<file path="src/rtl/cpu_pkg.sv">
// Shared CPU-side types and constants.
// Holds the program-loader state encoding and release-delay limits.
package cpu_pkg;

    typedef enum logic [1:0] {
        S_LOAD = 2'd0,
        S_HOLD = 2'd1,
        S_RUN  = 2'd2,
        S_ERR  = 2'd3
    } loader_state_t;

    localparam int LOADER_MAX_RELEASE_DLY = 15;
    localparam int LOADER_DLY_W = $clog2(LOADER_MAX_RELEASE_DLY + 1);

endpackage

</file>
<file path="src/rtl/release_timer.sv">
// Loadable down-counter with a zero flag.
// Holds at zero; a load overrides counting.
module release_timer #(
    parameter int W = 4
) (
    input  logic         clk,
    input  logic         rst_n,
    input  logic         i_load,
    input  logic [W-1:0] i_value,
    input  logic         i_en,
    output logic         o_zero
);

    logic [W-1:0] r_cnt;

    always_ff @(posedge clk or negedge rst_n) begin
        if (!rst_n) begin
            r_cnt <= '0;
        end else if (i_load) begin
            r_cnt <= i_value;
        end else if (i_en && (r_cnt != '0)) begin
            r_cnt <= r_cnt - W'(1);
        end
    end

    assign o_zero = (r_cnt == '0);

endmodule

</file>
<file path="src/rtl/program_loader.sv">
// Streams a program into instruction memory, then releases CPU reset.
// Overflow without s_last parks in ERR until reload or rst.
module program_loader
    import cpu_pkg::*;
#(
    parameter int DEPTH_WORDS = 256,
    parameter int ADDR_W      = 8,
    parameter int RELEASE_DLY = 2
) (
    input  logic              clk,
    input  logic              rst,
    input  logic              s_valid,
    output logic              s_ready,
    input  logic [31:0]       s_data,
    input  logic              s_last,
    input  logic              reload,
    output logic              imem_we,
    output logic [ADDR_W-1:0] imem_addr,
    output logic [31:0]       imem_wdata,
    output logic              cpu_rst,
    output logic              done,
    output logic              err,
    output logic [ADDR_W:0]   word_count
);

    localparam logic [LOADER_DLY_W-1:0] DLY = LOADER_DLY_W'(RELEASE_DLY);
    localparam logic [ADDR_W:0] LAST_PTR = (ADDR_W+1)'(DEPTH_WORDS - 1);

    loader_state_t     r_state;
    logic [ADDR_W:0]   r_count;
    logic              r_ready;
    logic              r_we;
    logic [ADDR_W-1:0] r_addr;
    logic [31:0]       r_wdata;
    logic              r_cpu_rst;
    logic              r_done;
    logic              r_err;

    logic w_accept;
    logic w_at_end;
    logic w_zero;
    logic w_hold;

    // reload outranks a coincident beat, so it never reaches memory
    assign w_accept = s_valid & r_ready & (r_state == S_LOAD) & ~reload;
    assign w_at_end = (r_count == LAST_PTR);
    assign w_hold   = (r_state == S_HOLD);

    release_timer #(
        .W(LOADER_DLY_W)
    ) u_release_timer (
        .clk    (clk),
        .rst_n  (rst),
        .i_load (w_accept & s_last),
        .i_value(DLY),
        .i_en   (w_hold),
        .o_zero (w_zero)
    );

    always_ff @(posedge clk or negedge rst) begin
        if (!rst) begin
            r_state   <= S_LOAD;
            r_count   <= '0;
            r_ready   <= 1'b0;
            r_we      <= 1'b0;
            r_addr    <= '0;
            r_wdata   <= '0;
            r_cpu_rst <= 1'b1;
            r_done    <= 1'b0;
            r_err     <= 1'b0;
        end else begin
            r_we <= w_accept;
            if (w_accept) begin
                r_addr  <= r_count[ADDR_W-1:0];
                r_wdata <= s_data;
                r_count <= r_count + (ADDR_W+1)'(1);
            end
            if (reload) begin
                r_state   <= S_LOAD;
                r_count   <= '0;
                r_ready   <= 1'b1;
                r_cpu_rst <= 1'b1;
                r_done    <= 1'b0;
                r_err     <= 1'b0;
            end else begin
                unique case (r_state)
                    S_LOAD: begin
                        if (w_accept && s_last) begin
                            r_state <= S_HOLD;
                            r_ready <= 1'b0;
                        end else if (w_accept && w_at_end) begin
                            r_state <= S_ERR;
                            r_ready <= 1'b0;
                            r_err   <= 1'b1;
                        end else begin
                            r_ready <= 1'b1;
                        end
                    end
                    S_HOLD: begin
                        if (w_zero) begin
                            r_state   <= S_RUN;
                            r_cpu_rst <= 1'b0;
                            r_done    <= 1'b1;
                        end
                    end
                    S_RUN: ;
                    S_ERR: ;
                    default: ;
                endcase
            end
        end
    end

    assign s_ready    = r_ready;
    assign imem_we    = r_we;
    assign imem_addr  = r_addr;
    assign imem_wdata = r_wdata;
    assign cpu_rst    = r_cpu_rst;
    assign done       = r_done;
    assign err        = r_err;
    assign word_count = r_count;

endmodule
</file>
<file path="config.mk">
export PLATFORM = sky130hd
export DESIGN_NAME = program_loader
export DESIGN_NICKNAME = d
export VERILOG_FILES = /design/src/rtl/cpu_pkg.sv /design/src/rtl/release_timer.sv /design/src/rtl/program_loader.sv
export SDC_FILE = /design/constraint.sdc
export NUM_CORES = 1
export LEC_CHECK = 0
export CELL_PAD_IN_SITES_DETAIL_PLACEMENT = 0
export CELL_PAD_IN_SITES_GLOBAL_PLACEMENT = 2
export CORE_MARGIN = 10
export CORE_UTILIZATION = 30
export DETAILED_ROUTE_END_ITERATION = 10
export PLACE_DENSITY_LB_ADDON = 0.1
export SLEW_MARGIN = 25
export SYNTH_ARGS = -nofsm -noshare
export SYNTH_HDL_FRONTEND = slang
export SYNTH_SLANG_ARGS = --single-unit
</file>
<file path="constraint.sdc">
create_clock -name clk -period 4.3 [get_ports clk]
set_input_delay 0.86 -clock clk [delete_from_list [all_inputs] [get_ports clk]]
set_output_delay 0.86 -clock clk [all_outputs]
set_load 0.02 [all_outputs]
</file>
==> impl_metrics.json, run 1 <==
{
  "vias": 1796,
  "slowest_delay_ns": 0.54,
  "slowest_stage": "clkdlybuf4s50_1",
  "core_sq_um": 8180,
  "ir_worst_vdd_mv": 0.176,
  "worstPathArrival_ns": 2.64,
  "rsz0062_at_grt": "no",
  "routed_wl_microns": 6310,
  "htree_levels": 3,
  "post_drt_wl_per_cell_microns": 16.0,
  "critical_path.cell_chain": "clkdlybuf4s50_1 -> nand4bb_4 -> nor2_4 -> buf_4 -> mux2_2",
  "dp_hpwl_microns": 4520,
  "critPathBufInv": 2,
  "numCtsBuffers": 9,
  "multiInputGateArea_sq_um": 931,
  "clockBufferDepth": 2,
  "cts_root_buf": "clkbuf_8",
  "rows": 33,
  "grt_start_max_net_pins": 47,
  "yosysUniqueCellTypes": 33,
  "hold_buffers": 0,
  "crit_type": "input port to register",
  "final-seq-area_sq_um": 1500,
  "synth-edff-count": 0,
  "die_w_microns": 111,
  "pre_cts_ws_ns": 1.50,
  "drv_cap": 0,
  "met1_length_microns": 3070,
  "dr_wl_met3_microns": 373,
  "syn_inst": 187,
  "drive_gt1_frac": 0.225,
  "viasPerCell": 4.56,
  "power_w": 0.00201,
  "hold_viol": 0,
  "final_antenna_net_count": 0,
  "fin_util": 0.457,
  "syn_to_final_growth_pct": 49.2,
  "nets": 324,
  "status": "finished, final reports clean",
  "cp_top_family": "buffers and inverters",
  "period_share": 0.564,
  "post_cts_buffers": 0,
  "synth_ff_type": "dfrtp_1",
  "critPathLaunchType": "input port",
  "power_density_nw_per_um2": 537,
  "p_leak_nw": 1.52,
  "clkLatencyLatePin_ns": 0.33,
  "synthTopCellsByArea": "dfrtp_1 (59%), mux2_2 (18%), a21oi_1 (2.4%), ha_1 (1.5%), buf_4 (1.2%)",
  "synth.cell_area_sq_um": 2500,
  "drc": 0,
  "hold_class": "register to register",
  "reg2reg_depth": 6,
  "reg2reg_to": "r_state[1]$_DFFE_PN0P_",
  "grt_remaining_overflow": 0,
  "fill_cells": 795,
  "yosys.area.top_type_share": 0.590,
  "tightest_slew_ns": 0.730,
  "drtIter0Drc": 26,
  "yosysWarnings": 0,
  "holdPathEnd": "imem_wdata[8]$_DFFE_PN0P_",
  "antenna_found_initial": 0,
  "clock_skew_ns": 0.00686,
  "holdWs_ns": 0.506,
  "cts_resized": 0,
  "diodes": 0,
  "cts.sinks": 60,
  "yosys.area.top_type": "dfrtp_1",
  "met2_length_microns": 2750,
  "synth_common_cells": "dfrtp_1 (59), mux2_2 (41), a21oi_1 (12)",
  "initial_utilization": 0.306,
  "post-synth-top-count-cell": "dfrtp_1",
  "synth-seq-area-share": 0.601,
  "finalSetupTns_ns": 0,
  "clk_pin_slew_ns": 0.07,
  "die_area_sq_um": 12400,
  "gp_congestion": 0.695,
  "min_from": "imem_wdata[8]$_DFFE_PN0P_",
  "end_kind": "register",
  "grt_pass1_vias": 1892,
  "min_period_ns": 2.43,
  "layout_setup_ws_ns": 1.87,
  "grt_usage": 0.102,
  "highest_layer": "met4",
  "ys_seq_elements": 60,
  "die_h_microns": 111,
  "portBuffers": 90,
  "cts_tree": "yes",
  "grt_pass1_wl_microns": 10300,
  "r2r_slack_ns": 2.32,
  "setup_violations": 0,
  "async_reset_ff_frac": 1.00,
  "drtPass1Iterations": 4,
  "syn_nets": 227,
  "slew_violations": 0,
  "crit_fanout": 41,
  "min_path_cells": 1,
  "max_freq_mhz": 412,
  "io_pins": 91,
  "relSlewSlack": 0.512,
  "required_ns": 4.52,
  "r2r-start": "word_count[0]$_DFFE_PN0P_",
  "synth.avg_cell_area_sq_um": 13.4
}
-- report_power, final --
group | internal [W] | switching (W)
Clock | 0.000326 | 0.000229
Sequential | 0.000696 | 0.0000825
Combinational | 0.000355 | 0.000317
Total | 0.00138 | 0.000628
-- worst max-delay path by stage --
stage | startpoint | end | slack [ns] | depth (start not counted)
after global placement | s_valid | imem_wdata[20]$_DFFE_PN0P_ | 1.51 | 5
final | s_valid | imem_wdata[16]$_DFFE_PN0P_ | 1.87 | 5
after CTS | s_valid | imem_wdata[9]$_DFFE_PN0P_ | 1.85 | 5
after detailed placement | s_valid | imem_wdata[5]$_DFFE_PN0P_ | 1.50 | 5
after floorplan | reload | imem_wdata[0]$_DFFE_PN0P_ | 2.37 | 4
after global routing | s_valid | imem_wdata[14]$_DFFE_PN0P_ | 1.76 | 5
-- worst register-to-register path, cell delays in order, from the launching register on --
cell,delay [ns]
dfrtp_1,0.45
ha_1,0.25
nand3_1,0.09
nor2_1,0.14
ha_1,0.20
or4b_2,0.59
a31oi_1,0.18
-- cell type report --
class,count,area share
Tap cell,105,0.0352
Multi-Input combinational cell,113,0.249
Inverter,6,0.00603
Clock inverter,6,0.0238
Clock buffer,10,0.0342
Timing Repair Buffer,94,0.249
Sequential cell,60,0.403
-- routing by layer --
layer / vias up / global-route usage
li1: 870 / -
met4: 0 / 0.0437
met5: - / 0
met2: 58 / 0.148
met1: 857 / 0.133
met3: 11 / 0.0352
-- stage by stage --
| step | instances | instance area (sq um) |
|---|---|---|
| final | 394 | 3730 |
| after global routing | 394 | 3730 |
| after CTS | 394 | 3730 |
| after detailed placement | 378 | 3520 |
| after global placement | 378 | 3510 |
| after floorplan | 187 | 2500 |
-- sequential cells by signal, indices dropped and copies added, names as in the netlist, 2 cells and up --
signal and count:
imem_wdata 32, r_state 2, imem_addr 8, word_count 9, u_release_timer.r_cnt 4
-- cell usage in the layout, fill, tap and decap left out, types with 2 or more instances in the layout --
cell type and instances:
a21o_1 2, nor3b_1 2, ha_1 3, or4_1 3, nand4_1 2, clkbuf_8 9
buf_4 5, o31ai_1 3, a21oi_1 12, o41ai_1 2, o21ai_0 5, or3_1 4
clkdlybuf4s50_1 89, dfrtp_1 59, nor2b_1 2, nor3_1 2, nand3_1 4, nor2_1 7
nand2_1 7, inv_1 6, bufinv_16 2, mux2_2 41, clkinvlp_4 2
-- cell families (layout without fill, tap and decap cells) --
| group | Yosys count | count (layout) | synth area share |
|---|---|---|---|
| AO/OA/AOI/OAI | 28 | 28 | 0.0675 |
| XOR/XNOR | 1 | 1 | 0.00350 |
| adder cells (fa/ha/maj) | 3 | 3 | 0.0150 |
| buffers and inverters | 14 | 116 | 0.0300 |
| flip-flops | 60 | 60 | 0.601 |
| multiplexers | 41 | 41 | 0.185 |
| AND/OR/NAND/NOR | 40 | 40 | 0.0986 |
No activity file was read; power rests on OpenSTA's default activity.
==> inputs of run 2 (changes only) <==
CORE_UTILIZATION = 28   (was 30)
clock period = 2.5 ns   (was 4.3 ns; I/O delays follow)
==> run 2 against run 1 <==
Cell count up 1.5%; clock-buffer cell count up 2; sequential share of layout area down 0.78 points; setup slack worse by 1.3 ns; critical endpoint is now r_state[1]$_DFFE_PN0P_.
==> impl_metrics.json, run 2 (synthesis gave the netlist of run 1 again) <==
{
  "die_h_microns": 115,
  "clkLatencyLatePin_ns": 0.33,
  "htree_levels": 3,
  "hold_buffers": 0,
  "clk_pin_slew_ns": 0.07,
  "drive_gt1_frac": 0.236,
  "grt_remaining_overflow": 0,
  "antenna_found_initial": 0,
  "grt_usage": 0.101,
  "clock_skew_ns": 0.00605,
  "setup_violations": 0,
  "fin_area_sq_um": 3810,
  "dp_hpwl_microns": 4820,
  "numCtsBuffers": 9,
  "placed_area_sq_um": 3570,
  "critPathBufInv": 0,
  "relSlewSlack": 0.643,
  "nets": 328,
  "slowest_stage": "or4b_2",
  "final_common_cell": "clkdlybuf4s50_1",
  "rows": 34,
  "initial_utilization": 0.287,
  "diodes": 0,
  "clockBufferDepth": 2,
  "gp_congestion": 0.710,
  "post_drt_wl_per_cell_microns": 16.4,
  "grt_pass1_vias": 1804,
  "syn_to_final_growth_pct": 52.2,
  "cts.sinks": 60,
  "cp_common_cell": "ha_1",
  "min_period_ns": 1.96,
  "dp_cells": 385,
  "critPathLaunchType": "register",
  "holdWs_ns": 0.160,
  "max_freq_mhz": 509,
  "drc": 0,
  "grt_pass1_wl_microns": 10200,
  "viasPerCell": 4.55,
  "period_share": 0.786,
  "cp_top_family": "simple AND/OR/NAND/NOR gates",
  "cts_resized": 0,
  "io_pins": 91,
  "power_density_nw_per_um2": 931,
  "worstPathArrival_ns": 2.21,
  "power_w": 0.00354,
  "die_area_sq_um": 13100,
  "hold_viol": 0,
  "slew_violations": 0,
  "portBuffers": 90,
  "status": "finished, final reports clean",
  "cts_root_buf": "clkbuf_8",
  "drtPass1Iterations": 4,
  "r2r-start": "word_count[0]$_DFFE_PN0P_",
  "tightest_slew_ns": 0.534,
  "slowest_delay_ns": 0.60,
  "routed_wl_microns": 6570,
  "post_cts_buffers": 0,
  "end_kind": "register",
  "crit_start": "word_count[0]$_DFFE_PN0P_",
  "die_w_microns": 115,
  "fin_cells": 400,
  "ir_worst_vdd_mv": 0.295,
  "crit_fanout": 5,
  "largest_reg_flops": 32,
  "required_ns": 2.75,
  "crit_type": "register to register",
  "final_antenna_net_count": 0,
  "cts_tree": "yes",
  "p_leak_nw": 1.56,
  "drtIter0Drc": 62,
  "critical_path.cell_chain": "ha_1 -> nand3_1 -> nor2_1 -> ha_1 -> or4b_2 -> a31oi_1",
  "grt_start_max_net_pins": 61,
  "vias": 1820,
  "finalSetupTns_ns": 0,
  "drv_cap": 0,
  "most-common-layout-cells": "clkdlybuf4s50_1 (89), dfrtp_1 (59), mux2_2 (41)",
  "hold_class": "input port to asynchronous set/reset pin",
  "core_sq_um": 8720,
  "rsz0062_at_grt": "no"
}
-- run 2: cell type report --
type                       instances  area, sq um
inverter                           6         22.5
timing repair buffer              98          981
tap                              108          135
sequential                        60         1500
fill                             833         4910
multi-input combinational        113          931
clock inverter                     3         68.8
clock buffer                      12          165
-- run 2: metal layers --
| metal | part of all wire | GRT usage | up-vias |
|---|---|---|---|
| li1 | - | - | 879 |
| met1 | 0.47 | 0.129 | 872 |
| met2 | 0.44 | 0.146 | 62 |
| met3 | 0.081 | 0.0451 | 7 |
| met4 | 0.012 | 0.0326 | 0 |
| met5 | 0 | 0 | - |
-- run 2: worst paths after layout --
check,endpoint,slack [ns],cells past startpoint
setup reg to reg,r_state[1]$_DFFE_PN0P_,0.54,6
hold reg to reg,done$_DFFE_PN0P_,0.50,2
min in group clk,done$_DFFE_PN0P_,0.50,2
max in group asynchronous,cpu_rst$_DFFE_PN1P_,2.04,2
setup / recovery,r_state[1]$_DFFE_PN0P_,0.54,6
hold / removal,imem_wdata[19]$_DFFE_PN0P_,0.16,2
-- run 2: stage by stage --
stage          utilization  worst slack (ns)
6_report             0.436             0.536
2_1_floorplan            -             0.616
3_3_place_gp         0.410             0.298
5_1_grt              0.436             0.392
4_1_cts              0.436             0.497
3_5_place_dp         0.410             0.279
-- run 2: power breakdown --
group	internal, W	switching [W]	leakage [nW]
Clock	0.000640	0.000379	0.119
Combinational	0.000632	0.000551	0.696
Sequential	0.00120	0.000141	0.747
Total	0.00247	0.00107	1.56
==> inputs of run 3 (changes only) <==
CORE_UTILIZATION = 25   (was 28)
clock period = 1.7 ns   (was 2.5 ns; I/O delays follow)
==> run 3 against run 2 <==
Sequential power increased by 46%; sequential share of layout area shrank 1.8 points; first-iteration DRC count shrank 18%; die area grew 9.9%; utilization is 2.7 points lower; critical path type is now register to primary output; critical endpoint is now imem_wdata[1].
==> impl_metrics.json, run 3 (synthesis gave the netlist of run 1 again) <==
{
  "post_cts_buffers": 0,
  "fin_cells": 443,
  "grt_remaining_overflow": 0,
  "cts_root_buf": "clkbuf_8",
  "hold_class": "input port to asynchronous set/reset pin",
  "antenna_found_initial": 0,
  "htree_levels": 3,
  "final_common_cell": "clkdlybuf4s50_1",
  "critPathBufInv": 1,
  "most-common-layout-cells": "clkdlybuf4s50_1 (69), dfrtp_1 (54), mux2_2 (41)",
  "dp_cells": 427,
  "viasPerCell": 4.30,
  "syn_to_final_growth_pct": 60.0,
  "cts_tree": "yes",
  "ir_worst_vdd_mv": 0.476,
  "worstPathArrival_ns": 1.30,
  "r2r-start": "word_count[1]$_DFFE_PN0P_",
  "min_period_ns": 1.64,
  "p_leak_nw": 1.79,
  "io_pins": 91,
  "initial_utilization": 0.256,
  "drtPass1Iterations": 4,
  "holdWs_ns": 0.00561,
  "fin_area_sq_um": 4000,
  "core_sq_um": 9770,
  "nets": 345,
  "vias": 1903,
  "clock_skew_ns": 0.00770,
  "drv_cap": 0,
  "grt_pass1_wl_microns": 11100,
  "critical_path.cell_chain": "clkdlybuf4s50_1",
  "hold_viol": 0,
  "clockBufferDepth": 2,
  "max_freq_mhz": 610,
  "dp_hpwl_microns": 5170,
  "cp_top_family": "buffers and inverters",
  "period_share": 0.965,
  "setup_violations": 0,
  "end_kind": "primary output",
  "cts.sinks": 60,
  "post_drt_wl_per_cell_microns": 15.9,
  "grt_usage": 0.0979,
  "relSlewSlack": 0.768,
  "grt_pass1_vias": 1998,
  "crit_type": "register to primary output",
  "slowest_stage": "clkdlybuf4s50_1",
  "critPathLaunchType": "register",
  "power_density_nw_per_um2": 1270,
  "power_w": 0.00508,
  "crit_cells": 1,
  "reg2reg_depth": 6,
  "required_ns": 1.36,
  "grt_start_max_net_pins": 61,
  "tightest_slew_ns": 0.344,
  "clkLatencyLatePin_ns": 0.33,
  "crit_fanout": 2,
  "numCtsBuffers": 9,
  "diodes": 0,
  "crit_start": "imem_wdata[1]$_DFFE_PN0P_",
  "portBuffers": 90,
  "cts_resized": 11,
  "rows": 36,
  "die_h_microns": 120,
  "clk_pin_slew_ns": 0.07,
  "slowest_delay_ns": 0.62,
  "largest_reg_flops": 32,
  "placed_area_sq_um": 3780,
  "rsz0062_at_grt": "yes",
  "die_area_sq_um": 14400,
  "drc": 0,
  "slew_violations": 0,
  "final_antenna_net_count": 0,
  "routed_wl_microns": 7040,
  "drive_gt1_frac": 0.306,
  "die_w_microns": 120,
  "hold_buffers": 0,
  "status": "finished, final reports clean",
  "gp_congestion": 0.723,
  "drtIter0Drc": 51
}
==> run 3: changes by cell type in the layout (fill, tap and decap cells not counted), moves of 5 or more <==
cell / delta
buf_4: +15
dfrtp_1: -5
dlymetal6s2s_1: +10
dlygate4sd2_1: +10
clkdlybuf4s50_1: -20
dfrtp_2: +5
==> run 3: path summary, 6_finish.rpt <==
path | to | slack [ns]
max | imem_wdata[1] | 0.06
min | imem_wdata[26]$_DFFE_PN0P_ | 0.006
max reg2reg | r_state[1]$_DFFE_PN0P_ | 0.07
min reg2reg | imem_addr[7]$_DFFE_PN0P_ | 0.50
max in group asynchronous | cpu_rst$_DFFE_PN1P_ | 1.35
min in group clk | r_state[1]$_DFFE_PN0P_ | 0.50
==> run 3: report_power, final <==
part           internal [W]  switching [W]  total (W)
Clock              0.000671       0.000570    0.00124
Combinational       0.00102       0.000859    0.00188
Sequential          0.00176       0.000198    0.00196
Total               0.00346        0.00163    0.00508
==> run 3: area by class of cell <==
class	count	area (sq um)
fill	973	5770
sequential	60	1510
timing repair buffer	115	1150
multi-input combinational	113	973
tap	133	166
clock buffer	11	131
clock inverter	5	52.6
inverter	6	22.5
==> run 3: layer usage <==
layer | vias up | GRT usage | routed length, microns
met5 | - | 0 | 0
met4 | 0 | 0.0385 | 38
met3 | 2 | 0.0427 | 620
met2 | 71 | 0.132 | 2810
met1 | 916 | 0.133 | 3570
li1 | 914 | - | -
==> run 3: stage by stage <==
step / util / setup WS [ns] / TNS (ns)
2_1_floorplan: - / 0.0765 / 0
3_3_place_gp: 0.387 / -0.318 / -11.86
3_5_place_dp: 0.387 / -0.319 / -12.35
4_1_cts: 0.405 / 0.0159 / 0
5_1_grt: 0.409 / -0.0231 / -0.0351
6_report: 0.409 / 0.0600 / 0
